[src/rtl/timer_ctrl.sv]
// Prescaled compare timer with one-shot and periodic modes, a synchronous load
// and a sticky match interrupt.
module timer_ctrl #(
  parameter int WIDTH   = 32,
  parameter int PRESC_W = 8
) (
  input  logic               clk,
  input  logic               resetn,
  input  logic               start,
  input  logic               stop,
  input  logic               mode,
  input  logic               load,
  input  logic [WIDTH-1:0]   load_val,
  input  logic [WIDTH-1:0]   cmp_val,
  input  logic [PRESC_W-1:0] presc_div,
  input  logic               irq_clr,
  output logic [WIDTH-1:0]   count,
  output logic               irq,
  output logic               running,
  output logic               match_pulse
);

  typedef enum logic [1:0] {S_IDLE, S_RUN, S_DONE} state_t;

  state_t             r_state, w_next;
  logic [WIDTH-1:0]   r_count;
  logic [PRESC_W-1:0] r_presc;
  logic               r_mode, r_irq, r_match, r_running;
  logic               w_active, w_tick, w_match, w_start_ok;

  // stop dominates everything in its cycle, including a pending tick.
  assign w_active   = (r_state == S_RUN) && !stop;
  assign w_tick     = w_active && (r_presc == presc_div);
  assign w_match    = w_tick && !load && (r_count == cmp_val);
  assign w_start_ok = start && !stop && (r_state != S_RUN);

  always_ff @(posedge clk or negedge resetn) begin
    if (!resetn) r_state <= S_IDLE;
    else         r_state <= w_next;
  end

  always_comb begin
    w_next = r_state;
    if (stop) begin
      w_next = S_IDLE;
    end else begin
      case (r_state)
        S_IDLE:  if (start) w_next = S_RUN;
        S_RUN:   if (w_match && !r_mode) w_next = S_DONE;
        S_DONE:  if (start) w_next = S_RUN;
        default: w_next = S_IDLE;
      endcase
    end
  end

  always_ff @(posedge clk or negedge resetn) begin
    if (!resetn) begin
      r_count   <= '0;
      r_presc   <= '0;
      r_mode    <= 1'b0;
      r_irq     <= 1'b0;
      r_match   <= 1'b0;
      r_running <= 1'b0;
    end else begin
      r_running <= (w_next == S_RUN);
      r_match   <= w_match;

      if (w_match)      r_irq <= 1'b1;
      else if (irq_clr) r_irq <= 1'b0;

      if (w_start_ok) r_mode <= mode;

      // A presc_div lowered below r_presc lets the counter wrap around.
      if (w_active) r_presc <= w_tick ? '0 : r_presc + PRESC_W'(1);
      else          r_presc <= '0;

      // load wins over the tick; a one-shot match simply holds the count.
      if (load)         r_count <= load_val;
      else if (w_match) begin
        if (r_mode) r_count <= '0;
      end
      else if (w_tick)  r_count <= r_count + WIDTH'(1);
    end
  end

  assign count       = r_count;
  assign irq         = r_irq;
  assign running     = r_running;
  assign match_pulse = r_match;

endmodule

[config.mk]
export PLATFORM = sky130hd
export DESIGN_NAME = timer_ctrl
export DESIGN_NICKNAME = d
export VERILOG_FILES = /design/src/rtl/timer_ctrl.sv
export SDC_FILE = /design/constraint.sdc
export NUM_CORES = 1
export LEC_CHECK = 0
export BUFFER_PORTS_ARGS = -buffer_cell sky130_fd_sc_hd__buf_4
export CORE_ASPECT_RATIO = 0.6
export CORE_UTILIZATION = 53
export CTS_BUF_LIST = sky130_fd_sc_hd__clkbuf_4 sky130_fd_sc_hd__clkbuf_8
export DETAILED_ROUTE_END_ITERATION = 8
export HOLD_SLACK_MARGIN = 0.1
export PLACE_DENSITY = 0.84
export SYNTH_ARGS = -nofsm -noshare
export SYNTH_HDL_FRONTEND = slang
export SYNTH_SLANG_ARGS = --single-unit
[constraint.sdc]
create_clock -name clk -period 2.74 [get_ports clk]
set_input_delay 0.411 -clock clk [delete_from_list [all_inputs] [get_ports clk]]
set_output_delay 0.411 -clock clk [all_outputs]
set_load 0.005 [all_outputs]
==> tab_implementation.tex <==
\begin{tabular}{lr}
\hline
Metric & Value \\
\hline
\multicolumn{2}{l}{\textbf{Placement}} \\
\quad Detailed placer's ending HPWL & $\sim$8200 um \\
\quad RePlAce Congestion & 0.930 \\
\quad Number of placed instances with taps included & 568 \\
\quad Number of buffers inserted by port buffering & approximately 110 \\
\multicolumn{2}{l}{\textbf{Final layout}} \\
\quad Final net count & 572 \\
\quad Filler cell count & 481 \\
\quad Multi-input gate area in the final layout & 0.00205 sq mm \\
\quad Layout-stage area growth over the synthesis result & 30.7\% \\
\quad Register area & 0.00115 sq mm \\
\quad Number of standard cells in the final layout excluding fillers & 576 \\
\quad Total inserted antenna cells & 0 \\
\quad Layout cell share with drive strength beyond 1 & 29.7\% \\
\multicolumn{2}{l}{\textbf{Pwr}} \\
\quad Sequential Power Share & 46.0\% \\
\quad Clock group share of total power & 26.6\% \\
\quad Switching power total & between 500 and 600 uW \\
\quad Switching Share & about 31\% \\
\quad Combinational power share & 27.4\% \\
\quad Internal power & 1.27 mW \\
\quad Worst IR drop on VDD & 0.000237 V \\
\quad Total power divided by cell area & 420 mW/mm\^{}2 \\
\quad Static Leakage & 1.87 nW \\
\multicolumn{2}{l}{\textbf{Logic synthesis}} \\
\quad Unique masters post-synth & 55 \\
\quad Synthesized area divided by synthesized cell count & 8.86 sq um \\
\quad Portion of the post-synthesis area used by sequential elements & 34.2\% \\
\quad Number of synthesized register bits & 46 \\
\quad Total nets after synthesis & 461 \\
\quad Post-synthesis instance total & 380 \\
\quad Warnings from Yosys & 0 \\
\quad Number of enable-type register cells in the synthesized netlist & 0 \\
\quad Most used flip-flop cell after synthesis & dfrtp\_1 \\
\quad Synthesized cell area & 0.00337 sq mm \\
\quad Fraction of registers with async set/reset & 100\% \\
\multicolumn{2}{l}{\textbf{CTS}} \\
\quad CTS Sinks & 46 \\
\quad Post-CTS sizing & 0 \\
\quad TritonCTS clock tree & yes \\
\quad Clock slew at reported path FFs & 0.09 ns \\
\quad Max clock buf depth & 2 \\
\quad Number of buffers inserted to repair setup after CTS & 0 \\
\quad Clock network latency to the later pin of the worst-skew pair & 0.30 ns \\
\quad Clock root buffer & clkbuf\_8 \\
\quad Maximum level of the CTS H-tree & 2 \\
\quad Number of buffers added to fix hold violations after cts & 0 \\
\quad Total clock buffers created by CTS & 5 \\
\multicolumn{2}{l}{\textbf{Floorplan}} \\
\quad I/O pin count & 114 \\
\quad Starting utilization of the core area & 55.1\% \\
\quad Horizontal die dimension & 105 um \\
\quad Die Span Y & 63.7 um \\
\quad Core ar. & 0.00611 sq mm \\
\quad Number of rows in the core area & 22 \\
\quad Die footprint & 0.00668 sq mm \\
\multicolumn{2}{l}{\textbf{Timing}} \\
\quad Final setup viols & 0 \\
\quad Post-layout min period & 2.55 ns \\
\quad Worst Skew & 0.0104 ns \\
\quad RSZ-0062 raised after global routing & false \\
\quad Highest clock rate & slightly below 400 MHz \\
\quad Normalized max-slew margin & 51.5\% \\
\quad Least-Margin Pin Slew & 0.725 ns \\
\quad Share of the clock period used by the worst path & 92.9\% \\
\quad Final Slew Violations & 0 \\
\quad Total Negative Setup Slacks & 0 ns \\
\quad Final Hold Fails & 0 \\
\multicolumn{2}{l}{\textbf{Critical path}} \\
\quad Crit Reg-Reg Startpoint & count[23] \\
\quad Largest fanout on the critical path & 20 \\
\quad FF-to-FF End & count[4] \\
\quad Origin of the worst setup path & count[23] \\
\quad CP peak stage delay & 0.49 ns \\
\quad CP Cell Sequence & xnor2\_1 -> nand4\_1 -> nor4\_2 -> and2\_0 -> buf\_12 -> nor2\_1 -> a221o\_1 \\
\quad Critical path capture point type & register \\
\quad Worst R2R Path Depth & 7 \\
\quad Arrival @ worst endpoint & 2.73 ns \\
\quad Slowest cell on the critical path & dfrtp\_1 \\
\quad Internal reg-to-reg setup slack & 0.19 ns \\
\quad Type of the worst setup path & register to register \\
\quad Startpoint type of the worst setup path & register \\
\quad Worst Path Required & approximately 2.9 ns \\
\multicolumn{2}{l}{\textbf{Global routing}} \\
\quad Maximum number of pins on one net before global-route repair & 47 \\
\quad Total grt overflow & 0 \\
\quad Via count of the first global-routing pass & approximately 3400 \\
\quad Antenna violations before repair & 0 \\
\quad First-pass GRT wire length & about 17000 um \\
\quad GRT Resource Usage Total & 32.9\% \\
\multicolumn{2}{l}{\textbf{Routing}} \\
\quad First DRT Iteration DRCs & 363 \\
\quad Post-detailed-route wirelength per cell & 18.7 um \\
\quad DRC violation count after routing & 0 \\
\quad Via count & 3589 \\
\quad Number of optimization iterations in the first detailed-route pass & 5 \\
\quad Antenna-violating nets left & 0 \\
\quad Total routed wirelength & around 11000 um \\
\quad Ratio of routed vias to standard cells & 6.23 \\
\multicolumn{2}{l}{\textbf{Flow run}} \\
\quad Max-capacitance violation count & 0 \\
\multicolumn{2}{l}{\textbf{Worst hold path}} \\
\quad Type of the most critical hold path & primary input to async pin \\
\multicolumn{2}{l}{\textbf{Status}} \\
\quad Status & finished, final reports clean \\
\hline
\end{tabular}
registers in the layout, summed over array words and instances (netlist names):
| name | count |
|---|---|
| count | 32 |
| running | 1 |
| r_presc | 8 |
| r_mode | 1 |
| match_pulse | 1 |
| irq | 1 |
| r_state | 2 |
stage by stage:
step	util [%]	instance area, sq um	setup slack [ns]	power, mW	hold slack, ns
3_5_place_dp	70.2	4290	0.287	1.36	0.457
6_report	72.0	4400	0.195	1.85	0.0975
3_3_place_gp	70.2	4290	0.314	1.34	0.454
4_1_cts	72.0	4400	0.268	1.84	0.140
5_1_grt	72.0	4400	0.0703	1.92	0.146
2_1_floorplan	-	3370	0.593	1.09	0.115
synthesized netlist by cell type (all sizes together), types with 4 or more instances:
cell type / instances / area share (%)
o311ai: 8 / 2.1
nor3b: 7 / 1.9
or4: 4 / 0.89
a31oi: 6 / 1.1
a21o: 8 / 1.8
o21ai: 10 / 1.5
mux2i: 5 / 1.5
a211oi: 4 / 1.2
and3: 10 / 1.9
a221o: 12 / 3.6
dfrtp: 46 / 34
nand2b: 7 / 1.3
nand3: 19 / 2.8
nand4: 19 / 3.5
or3: 8 / 1.5
buf: 15 / 3.4
o211ai: 6 / 1.3
nor3: 12 / 1.8
nor2: 21 / 2.6
and2: 9 / 1.7
nor4: 6 / 1.5
a21oi: 5 / 0.74
nand2: 40 / 4.5
xnor2: 44 / 11
clkbuf: 8 / 0.97
inv: 6 / 0.67
layout make-up:
cell class	instances	share of cell area (%)
inverter	6	0.512
tap	84	2.39
timing repair buffer	127	22.0
clock buffer	8	2.50
sequential	46	26.2
multi-input combinational	305	46.5
power by group through the flow:
stage	Sequential [mW]	Clock [mW]	Combinational [mW]
after floorplan	0.817	0	0.272
after global placement	0.853	0	0.489
after detailed placement	0.856	0	0.499
after CTS	0.843	0.490	0.503
after global routing	0.857	0.515	0.547
final	0.850	0.492	0.505
worst max path at each step:
| stage | slack [ns] | cells past startpoint | endpoint |
|---|---|---|---|
| after floorplan | 0.59 | 9 | count[1] |
| after global placement | 0.31 | 7 | count[28] |
| after detailed placement | 0.29 | 8 | count[4] |
| after CTS | 0.27 | 7 | count[4] |
| after global routing | 0.07 | 7 | count[28] |
| final | 0.19 | 7 | count[4] |
kinds of logic (layout without fill, tap and decap cells):
logic type / after synthesis / after routing / share of synthesized area, %
AO/OA/AOI/OAI: 78 / 78 / 17.9
XOR/XNOR: 47 / 47 / 12.2
adder cells (fa/ha/maj): 2 / 2 / 0.743
buffers and inverters: 29 / 141 / 5.02
flip-flops: 46 / 46 / 34.2
multiplexers: 6 / 6 / 1.82
AND/OR/NAND/NOR: 172 / 172 / 28.1
cell usage in the layout (no fill, tap or decap), types with 7 or more instances in the layout:
cell	instances
a221o_1	12
nor2_1	20
o311ai_0	8
nor3_1	12
and3_1	10
nand2_1	40
and2_1	8
xnor2_1	44
o21ai_0	10
clkbuf_8	8
nand4_1	19
nand2b_1	7
dfrtp_1	46
buf_4	126
nand3_1	19
a21o_1	8
or3_1	8
worst max-delay path: cells and delay by family, from the launching register on:
family / cells / cell delay, ns
AND/OR/NAND/NOR: 4 / 1.02
flip-flops: 1 / 0.49
AO/OA/AOI/OAI: 1 / 0.40
XOR/XNOR: 1 / 0.32
buffers and inverters: 1 / 0.19
routing by layer:
layer / up-vias / global-route usage (%) / part of all wire, %
met5: - / 0 / 0
met4: 0 / 7.75 / 1.7
met3: 22 / 7.76 / 13
met2: 253 / 49.5 / 42
met1: 1675 / 47.8 / 44
li1: 1639 / - / -
Power figures use the tool's default switching activity.
